## src/rtl/key_pkg.sv

```systemverilog
// Shared event codes and FSM state encoding for the key click classifier.
package key_pkg;

    localparam logic [1:0] EVT_NONE   = 2'b00;
    localparam logic [1:0] EVT_SINGLE = 2'b01;
    localparam logic [1:0] EVT_DOUBLE = 2'b10;

    typedef enum logic {
        ST_IDLE  = 1'b0,
        ST_WAIT2 = 1'b1
    } state_t;

endpackage

```

## src/rtl/key_sync_edge.sv

```systemverilog
// Three-flop synchronizer with rising-edge detector for a slow, asynchronous
// key input. Produces one clk-cycle strobe per rising edge of din.
module key_sync_edge (
    input  logic clk,
    input  logic rst,
    input  logic din,
    output logic rise
);

    logic sync1;
    logic sync2;
    logic sync3;

    // Shift the asynchronous input through the synchronizer chain.
    always_ff @(posedge clk or posedge rst) begin
        if (rst) begin
            sync1 <= 1'b0;
            sync2 <= 1'b0;
            sync3 <= 1'b0;
        end else begin
            sync1 <= din;
            sync2 <= sync1;
            sync3 <= sync2;
        end
    end

    // sync3 is the previous value of the settled sample sync2.
    assign rise = sync2 & ~sync3;

endmodule

```

## src/rtl/key_click_classifier.sv

```systemverilog
// Classifies debounced key presses into single/double click events and
// presents them through a one-entry valid/ready output register.
// Optional feature macro: KEY_DOUBLE_CLICK_EN (defined: double-click
// detection with a DBL_WINDOW_CYC window; undefined: every press is SINGLE).
module key_click_classifier
    import key_pkg::*;
#(
    parameter int DBL_WINDOW_CYC = 30_000_000,
    parameter int CNT_W          = 32,
    parameter int DROP_W         = 8
) (
    input  logic              clk,
    input  logic              rst,
    input  logic              key_pulse,
    input  logic              evt_ready,
    output logic              evt_valid,
    output logic [1:0]        evt_code,
    output logic [DROP_W-1:0] drop_cnt
);

    // Reject configurations where the window counter cannot reach its last value.
    if (DBL_WINDOW_CYC < 2 || CNT_W < $clog2(DBL_WINDOW_CYC)) begin : g_cfg_check
        $error("key_click_classifier: DBL_WINDOW_CYC must be >= 2 and fit in CNT_W bits");
    end

    logic       press_stb;
    logic       emit;
    logic [1:0] emit_code;

    key_sync_edge u_sync (
        .clk  (clk),
        .rst  (rst),
        .din  (key_pulse),
        .rise (press_stb)
    );

    function automatic logic [DROP_W-1:0] sat_inc(input logic [DROP_W-1:0] v);
        return (&v) ? v : v + DROP_W'(1);
    endfunction

`ifdef KEY_DOUBLE_CLICK_EN
    localparam logic [CNT_W-1:0] CNT_LAST = CNT_W'(DBL_WINDOW_CYC - 1);

    state_t           state;
    state_t           state_nxt;
    logic [CNT_W-1:0] cnt;
    logic [CNT_W-1:0] cnt_nxt;

    // Click FSM state and window counter registers.
    always_ff @(posedge clk or posedge rst) begin
        if (rst) begin
            state <= ST_IDLE;
            cnt   <= '0;
        end else begin
            state <= state_nxt;
            cnt   <= cnt_nxt;
        end
    end

    // Next state and event generation; a press at window expiry counts as double.
    always_comb begin
        state_nxt = state;
        cnt_nxt   = cnt;
        emit      = 1'b0;
        emit_code = EVT_NONE;
        case (state)
            ST_IDLE: begin
                if (press_stb) begin
                    state_nxt = ST_WAIT2;
                    cnt_nxt   = '0;
                end
            end
            ST_WAIT2: begin
                if (press_stb) begin
                    emit      = 1'b1;
                    emit_code = EVT_DOUBLE;
                    state_nxt = ST_IDLE;
                end else if (cnt == CNT_LAST) begin
                    emit      = 1'b1;
                    emit_code = EVT_SINGLE;
                    state_nxt = ST_IDLE;
                end else begin
                    cnt_nxt = cnt + CNT_W'(1);
                end
            end
            default: state_nxt = ST_IDLE;
        endcase
    end
`else
    // Without double-click detection every press is a single click.
    always_comb begin
        emit      = press_stb;
        emit_code = press_stb ? EVT_SINGLE : EVT_NONE;
    end
`endif

    // Output register: load when empty or being drained, otherwise count a drop.
    always_ff @(posedge clk or posedge rst) begin
        if (rst) begin
            evt_valid <= 1'b0;
            evt_code  <= EVT_NONE;
            drop_cnt  <= '0;
        end else begin
            if (emit && (!evt_valid || evt_ready)) begin
                evt_valid <= 1'b1;
                evt_code  <= emit_code;
            end else if (evt_valid && evt_ready) begin
                evt_valid <= 1'b0;
                evt_code  <= EVT_NONE;
            end
            if (emit && evt_valid && !evt_ready) begin
                drop_cnt <= sat_inc(drop_cnt);
            end
        end
    end

endmodule

```

## config.mk

```make
export PLATFORM = sky130hd
export DESIGN_NAME = key_click_classifier
export DESIGN_NICKNAME = d
export VERILOG_FILES = /design/src/rtl/key_pkg.sv /design/src/rtl/key_sync_edge.sv /design/src/rtl/key_click_classifier.sv
export SDC_FILE = /design/constraint.sdc
export NUM_CORES = 1
export LEC_CHECK = 0
export CAP_MARGIN = 20
export CORE_MARGIN = 4
export CORE_UTILIZATION = 34
export CTS_CLUSTER_DIAMETER = 80
export CTS_CLUSTER_SIZE = 12
export DETAILED_ROUTE_END_ITERATION = 16
export DONT_BUFFER_PORTS = 1
export GPL_TIMING_DRIVEN = 0
export SLEW_MARGIN = 0
export SYNTH_ARGS = -nofsm -noshare
export SYNTH_HDL_FRONTEND = slang
export SYNTH_SLANG_ARGS = --single-unit
```

## constraint.sdc

```tcl
create_clock -name clk -period 1.7 [get_ports clk]
set_input_delay 0.255 -clock clk [delete_from_list [all_inputs] [get_ports clk]]
set_output_delay 0.255 -clock clk [all_outputs]
set_load 0.03 [all_outputs]
```

### Word level (Yosys, flattened, before mapping)

Cells that the tools add are included.
W data, S select, Z words.

| word-level totals | value |
|---|---|
| bits in registers | 14 |
| bits of input ports | 4 |
| output and inout port bits | 11 |
| word-level logic and storage cells | 25 |

| cells by class | value |
|---|---|
| $add $sub $neg | 1 |
| muxes and demuxes | 5 |
| bitwise operators | 3 |
| reductions and logical operators | 10 |

Operators by type and width:

| cell | count |
|---|---|
| $add A8 B1 Y8 const B | 1 |
| $reduce_and A8 Y1 | 1 |
| $logic_and A1 B1 Y1 | 4 |
| $mux W2 | 2 |
| $mux W1 | 3 |
| $logic_not A1 Y1 | 2 |
| $not A1 Y1 | 2 |
| $reduce_and A2 Y1 | 1 |
| $reduce_bool A2 Y1 | 1 |
| $and A1 B1 Y1 | 1 |
| $logic_or A1 B1 Y1 | 1 |

### Depth between registers and ports, before layout

Gate-level depths: netlist of the first run.

| depth | value |
|---|---|
| depth in word-level cells | 5 |
| depth in mapped cells | 5 |
| depth with buffers taken out | 5 |

### Modules after synthesis

Synthesis of the first run repeated with hierarchy kept, for this count alone.

| unflattened totals | value |
|---|---|
| cell total of the unflattened synthesis | 54 |
| area total of the unflattened synthesis | 614.3 µm² |

Modules (own cells, without submodules):

| module | instances | cells an instance | area each (µm²) | seq. area each (µm²) |
|---|---|---|---|---|
| key_click_classifier | 1 | 49 | 521.8 | 225.2 |
| key_sync_edge | 1 | 5 | 92.6 | 75.1 |

### Worst setup path before layout of the first run

No wires, ideal clock.

| timing | value |
|---|---|
| kind | reg2reg |
| from | register evt_code[0] (netlist name) |
| to | register drop_cnt[5] |
| library setup time | 0.125 ns |
| data arrival time | 1.466 ns |
| required time | 1.575 ns |
| setup slack | 0.109 ns |
| stages on the path, launching flop included | 5 |
| path buffers | 0 |
| clock period less this slack | 1.591 ns |
| cells stage by stage | dfrtp_1 > and4bb_2 > and4_4 > nand3_2 > mux2_4 |

RTL lines:

| element | line | RTL |
|---|---|---|
| end signal, assigned | key_click_classifier.sv:112 | `drop_cnt <= sat_inc(drop_cnt);` |
| end, declared | key_click_classifier.sv:18 | `output logic [DROP_W-1:0] drop_cnt` |

### Worst setup path in the final report of the first run

| timing | value |
|---|---|
| from | register drop_cnt[3] |
| to | register drop_cnt[1] |

| between the ends | value |
|---|---|
| longest elaborated chain between the ends | 3 |

RTL lines:

| element | line | RTL |
|---|---|---|
| $reduce_and A8 Y1 | key_click_classifier.sv:38 | `return (&v) ? v : v + DROP_W'(1);` |
| $not A1 Y1 (no source line) | - |  |
| $reduce_and A2 Y1 (no source line) | - |  |

No other way between the ends.
A chain may end at the register's enable or synchronous reset.

==> flow_metrics.env, run 1 <==
export IMPL_rows=14
export IMPL_synth_area_um2=537
export IMPL_synth_top_area_share_pct=55.9
export IMPL_cts_tree="built"
export IMPL_yosys_area_top_type="dfrtp_1"
export IMPL_syn_to_final_growth_pct=16.3
export IMPL_route_vias_total=359
export IMPL_clk_latency_ns=0.27
export IMPL_clockRootBuffer="clkbuf_4"
export IMPL_nets=58
export IMPL_design_area_um2=624
export IMPL_cp_max_fo=7
export IMPL_p_leak_nw=0.269
export IMPL_dpl_cell_area_um2=557
export IMPL_post_route_period_util_pct=94.6
export IMPL_clock_sinks=12
export IMPL_finalPower_w=0.000804
export IMPL_multi_input_area_um2=213
export IMPL_core_area_um2=1510
export IMPL_finalSetupTns_ns=0
export IMPL_syn_num_nets=51
export IMPL_diodes=0
export IMPL_antenna_found_initial=0
export IMPL_yosysWarnings=0
export IMPL_viasPerCell=5.28
export IMPL_fp_dieW_um=47.7
export IMPL_grtUsageTotal_pct=9.24
export IMPL_hold_viol_final=0
export IMPL_drt_iter0_markers=10
export IMPL_ir_drop_mv=0.477
export IMPL_ys_top_cells_by_area="dfrtp_1 56%, mux2_2 4.2%, xnor2_1 3.3%"
export IMPL_arrival_ns=1.77
export IMPL_drive_gt1_share_pct=38.5
export IMPL_ys_ff_latch=12
export IMPL_path_clk_slew_ns=0.08
export IMPL_wl_per_cell_um=14.0
export IMPL_fin_skew_ns=0.00510
export IMPL_fmax_ghz=0.622
export IMPL_maxCapViolations=0
export IMPL_place_gp_congestion=0.762
export IMPL_setup_viol=0
export IMPL_endpoint_kind="register"
export IMPL_slew_violations=0
export IMPL_fin_crit_ns=1.61
export IMPL_ios=15
export IMPL_ant_nets=0
export IMPL_fp_dieH_um=47.7
export IMPL_grt_pass1_vias=330
export IMPL_grt_max_degree=13
export IMPL_grt_pass1_wl_mm=1.44
export IMPL_numCtsBuffers=3
export IMPL_wirelength_um=953
export IMPL_drc=0
export IMPL_htree_levels=1
export IMPL_syn_area_per_cell_um2=11.7
export IMPL_critPathKind="reg2reg"
export IMPL_powerDensity_nw_per_um2=1290
export IMPL_io_buffers=0
export IMPL_regArea_um2=309
export IMPL_clockBufferDepth=2
export IMPL_hpwl_um=670
export IMPL_drt_pass1_iterations=3
export IMPL_initial_core_util_pct=35.6
export IMPL_status="complete, no violations"
export IMPL_die_area_um2=2280
export IMPL_startpoint_type="register"
export IMPL_rsz0062_at_grt="no"
export IMPL_grt_ovfl_total=0
export IMPL_yosysSeqAreaShare_pct=55.9
export IMPL_syn_inst=46
export IMPL_hold_class="in2reg"
export IMPL_synth_cell_types=23
export IMPL_worstPathRequired_ns=1.86
export IMPL_post_cts_buffers=0
export IMPL_fillers=158
[timing repair]
action                                  4_1_cts  5_1_grt
cloned                                        0        0
hold buffers                                  1        1
endpoints found under the setup margin        1        3
endpoints found under the hold margin        12        1
resized for setup                             4        4
[where the power goes]
part           internal (W)  switching (W)
Sequential         0.000335       0.000149
Clock              0.000130      0.0000914
Combinational     0.0000501      0.0000480
[cell families after synthesis]
| logic type | synth area share (%) |
|---|---|
| xor+xnor | 3.26 |
| mux | 6.99 |
| simple gates | 17.9 |
| other cells | 0.699 |
| flops | 55.9 |
| compound gates | 7.93 |
| buf+inv | 4.89 |
| fa+ha+maj | 2.33 |
[path summary, 6_finish.rpt]
check,startpoint,to,slack (ns),depth (start not counted)
worst min register to register,u_sync.sync1$_DFF_PP0_,u_sync.sync2$_DFF_PP0_,0.35,0
max in group asynchronous,rst,evt_code[0]$_DFFE_PP0P_,0.93,2
worst max-delay path,drop_cnt[3]$_DFFE_PP0P_,drop_cnt[1]$_DFFE_PP0P_,0.09,4
worst min-delay path,evt_ready,evt_code[0]$_DFFE_PP0P_,0.08,1
worst max register to register,drop_cnt[3]$_DFFE_PP0P_,drop_cnt[1]$_DFFE_PP0P_,0.09,4
min in group asynchronous,rst,drop_cnt[7]$_DFFE_PP0P_,0.43,2
[layout by cell type (no fill, tap or decap)]
master,count
nand2b_1,1
dfrtp_2,7
xnor2_1,2
clkbuf_4,3
mux2_2,2
nand3_1,2
clkbuf_8,1
nand3_2,1
nand4_1,2
a21boi_0,1
inv_1,3
ha_1,1
a21oi_1,3
nand2_1,4
conb_1,1
o22ai_1,1
and4bb_2,1
buf_4,2
mux2_4,1
dfrtp_1,5
o21a_1,1
nor2_1,1
a31oi_1,1
dlygate4sd3_1,2
and4_4,2
and3_1,1
[per-stage QoR]
stage	cells	util (%)	hold slack (ns)	setup slack, ns
after floorplan	46	-	0.120	0.109
after global routing	68	41.4	0.0673	0.0148
after global placement	62	37.0	0.176	-0.0329
after detailed placement	62	37.0	0.185	-0.0514
final	68	41.4	0.0817	0.0921
after CTS	67	40.4	0.00400	0.00645
[layer usage]
layer	wire (um)	share of wire (%)	track usage (%)	up-vias
met2	443	46	13.7	12
met1	406	43	11.0	171
li1	-	-	-	172
met3	76	8.0	3.38	4
met4	27	2.8	6.45	0
met5	0	0	0	-
[critical path, cell delays in order (launching register included)]
cell and delay (ns):
dfrtp_2 0.52, and4_4 0.29, nand4_1 0.17, nand2_1 0.18
mux2_2 0.34
[sequential cells by signal, summed over array words and instances (netlist names)]
signal	flops
drop_cnt	8
evt_code	1
u_sync.sync1	1
u_sync.sync2	1
u_sync.sync3	1
[Yosys cell counts]
master,number
a21boi_0,1
dfrtp_1,12
ha_1,1
nor2_1,1
o21a_1,1
a21oi_1,3
and4_4,1
o22ai_1,1
and4bb_2,1
and4_1,1
buf_4,2
a31oi_1,1
mux2_4,1
nand2_1,4
and3_1,1
nand3_2,1
conb_1,1
nand2b_1,1
inv_1,3
nand3_1,2
mux2_2,2
nand4_1,2
xnor2_1,2
[layout make-up]
cell class | instances | share of cell area [%]
flip-flops and latches | 12 | 49.5
multi-input cells | 29 | 34.1
clock buffers | 4 | 5.81
repair buffers | 2 | 3.21
well taps | 16 | 3.21
plain buffers | 2 | 2.40
inverters | 3 | 1.80
Note: power is estimated with default switching activity, not from simulation.
==> inputs of run 2 (changes only) <==
--- a/config.mk
+++ b/config.mk
@@ -6,7 +6,7 @@
 export NUM_CORES = 1
 export LEC_CHECK = 0
 export CAP_MARGIN = 20
-export CORE_MARGIN = 4
+export CORE_MARGIN = 5
 export CORE_UTILIZATION = 34
 export CTS_CLUSTER_DIAMETER = 80
 export CTS_CLUSTER_SIZE = 12
==> flow_metrics.env, run 2 (synthesis results as in run 1) <==
export IMPL_fin_crit_ns=1.59
export IMPL_io_buffers=0
export IMPL_viasPerCell=5.33
export IMPL_core_area_um2=1510
export IMPL_cts_tree="built"
export IMPL_post_cts_buffers=0
export IMPL_reg2reg_to="drop_cnt[1]$_DFFE_PP0P_"
export IMPL_ant_nets=0
export IMPL_worstPathRequired_ns=1.85
export IMPL_grt_pass1_wl_mm=1.51
export IMPL_hold_viol_final=0
export IMPL_cp_max_fo=7
export IMPL_ir_drop_mv=0.577
export IMPL_path_clk_slew_ns=0.07
export IMPL_crit_family="simple AND/OR/NAND/NOR gates"
export IMPL_grt_pass1_vias=322
export IMPL_drt_pass1_iterations=4
export IMPL_place_gp_congestion=0.779
export IMPL_maxCapViolations=0
export IMPL_drive_gt1_share_pct=37.3
export IMPL_drt_iter0_markers=11
export IMPL_wl_per_cell_um=13.5
export IMPL_initial_core_util_pct=35.6
export IMPL_worstPathCellList="and4_4 > nand4_1 > nand2_1 > mux2_2"
export IMPL_endpoint_kind="register"
export IMPL_drc=0
export IMPL_critPathKind="reg2reg"
export IMPL_finalPower_w=0.000743
export IMPL_max_flop_register="drop_cnt"
export IMPL_final_cell_mix="7 x dfrtp_2, 5 x dfrtp_1, 4 x nand2_1"
export IMPL_numCtsBuffers=3
export IMPL_clockBufferDepth=2
export IMPL_cp_slowest_cell="dfrtp_2"
export IMPL_grt_max_degree=13
export IMPL_r2r_slack_ns=0.11
export IMPL_reg2regPathDepth=4
export IMPL_powerDensity_nw_per_um2=1220
export IMPL_htree_levels=1
export IMPL_p_leak_nw=0.262
export IMPL_syn_to_final_growth_pct=13.8
export IMPL_ios=15
export IMPL_path_depth=4
export IMPL_startpoint_type="register"
export IMPL_clockRootBuffer="clkbuf_4"
export IMPL_arrival_ns=1.74
export IMPL_design_area_um2=611
export IMPL_fmax_ghz=0.630
export IMPL_cp_slowest_stage_delay_ns=0.52
export IMPL_fin_skew_ns=0.000885
export IMPL_grtUsageTotal_pct=8.57
export IMPL_final_core_util_pct=40.5
export IMPL_hpwl_um=659
export IMPL_post_route_period_util_pct=93.4
export IMPL_clk_latency_ns=0.26
export IMPL_largest_reg_flops=8
export IMPL_setup_viol=0
export IMPL_fp_dieH_um=49.7
export IMPL_final_common_cell="dfrtp_2"
export IMPL_r2r_start="drop_cnt[3]$_DFFE_PP0P_"
export IMPL_rsz0062_at_grt="no"
export IMPL_hold_end="evt_code[0]$_DFFE_PP0P_"
export IMPL_status="complete, no violations"
export IMPL_diodes=0
export IMPL_clock_sinks=12
export IMPL_fp_dieW_um=49.7
export IMPL_antenna_found_initial=0
export IMPL_wirelength_um=906
export IMPL_slew_violations=0
export IMPL_hold_class="in2reg"
export IMPL_min_from="evt_ready"
export IMPL_finalSetupTns_ns=0
export IMPL_dpl_cell_area_um2=557
export IMPL_rows=14
export IMPL_path_buf_inv=0
export IMPL_grt_ovfl_total=0
export IMPL_hold_ws_ns=0.0791
export IMPL_nets=58
export IMPL_worstHoldPathCells=1
export IMPL_route_vias_total=357
export IMPL_die_area_um2=2470
[run 2: cell types whose count changed in the layout (fill, tap and decap cells not counted), sizes merged]
cell    change
clkbuf      -1
[run 2: metal layers]
metal  part of all wire, %  GRT usage (%)
met1                    41           8.77
met2                    46           11.0
met3                   9.8           8.13
met4                   2.9           5.24
met5                     0              0
[run 2: metrics by stage]
step | worst slack [ns] | std cells
floorplan | 0.109 | 46
global placement | -0.0431 | 62
detailed placement | -0.0379 | 62
CTS | 0.00502 | 66
global route | 0.00386 | 67
finish | 0.112 | 67
[run 2: worst max-delay path by stage]
stage	start	slack [ns]	endpoint
6_report	drop_cnt[3]$_DFFE_PP0P_	0.11	drop_cnt[1]$_DFFE_PP0P_
5_1_grt	drop_cnt[3]$_DFFE_PP0P_	0.004	drop_cnt[1]$_DFFE_PP0P_
4_1_cts	drop_cnt[5]$_DFFE_PP0P_	0.005	drop_cnt[1]$_DFFE_PP0P_
3_5_place_dp	drop_cnt[3]$_DFFE_PP0P_	-0.04	drop_cnt[1]$_DFFE_PP0P_
3_3_place_gp	drop_cnt[3]$_DFFE_PP0P_	-0.04	drop_cnt[1]$_DFFE_PP0P_
2_1_floorplan	evt_code[0]$_DFFE_PP0P_	0.11	drop_cnt[5]$_DFFE_PP0P_
[run 2: cell type report]
cell class	instances	area, um2
inverters	3	11.3
repair buffers	2	20.0
well taps	16	20.0
multi-input cells	29	213
fillers	148	896
plain buffers	2	15.0
clock buffers	3	22.5
flip-flops and latches	12	309
[run 2: report_power, final]
| group | leakage, nW | total (W) | switching [W] | internal (W) |
|---|---|---|---|---|
| Clock | 0.0138 | 0.000164 | 0.0000825 | 0.0000818 |
| Combinational | 0.104 | 0.0000965 | 0.0000467 | 0.0000499 |
| Sequential | 0.144 | 0.000483 | 0.000147 | 0.000335 |
| Total | 0.262 | 0.000743 | 0.000276 | 0.000467 |
[run 2: repair_timing]
| item | 4_1_cts | 5_1_grt |
|---|---|---|
| hold buffers | 1 | 1 |
| resized for setup | 2 | 6 |
| hold endpoints to repair | 12 | 1 |
| setup endpoints to repair | 1 | 3 |
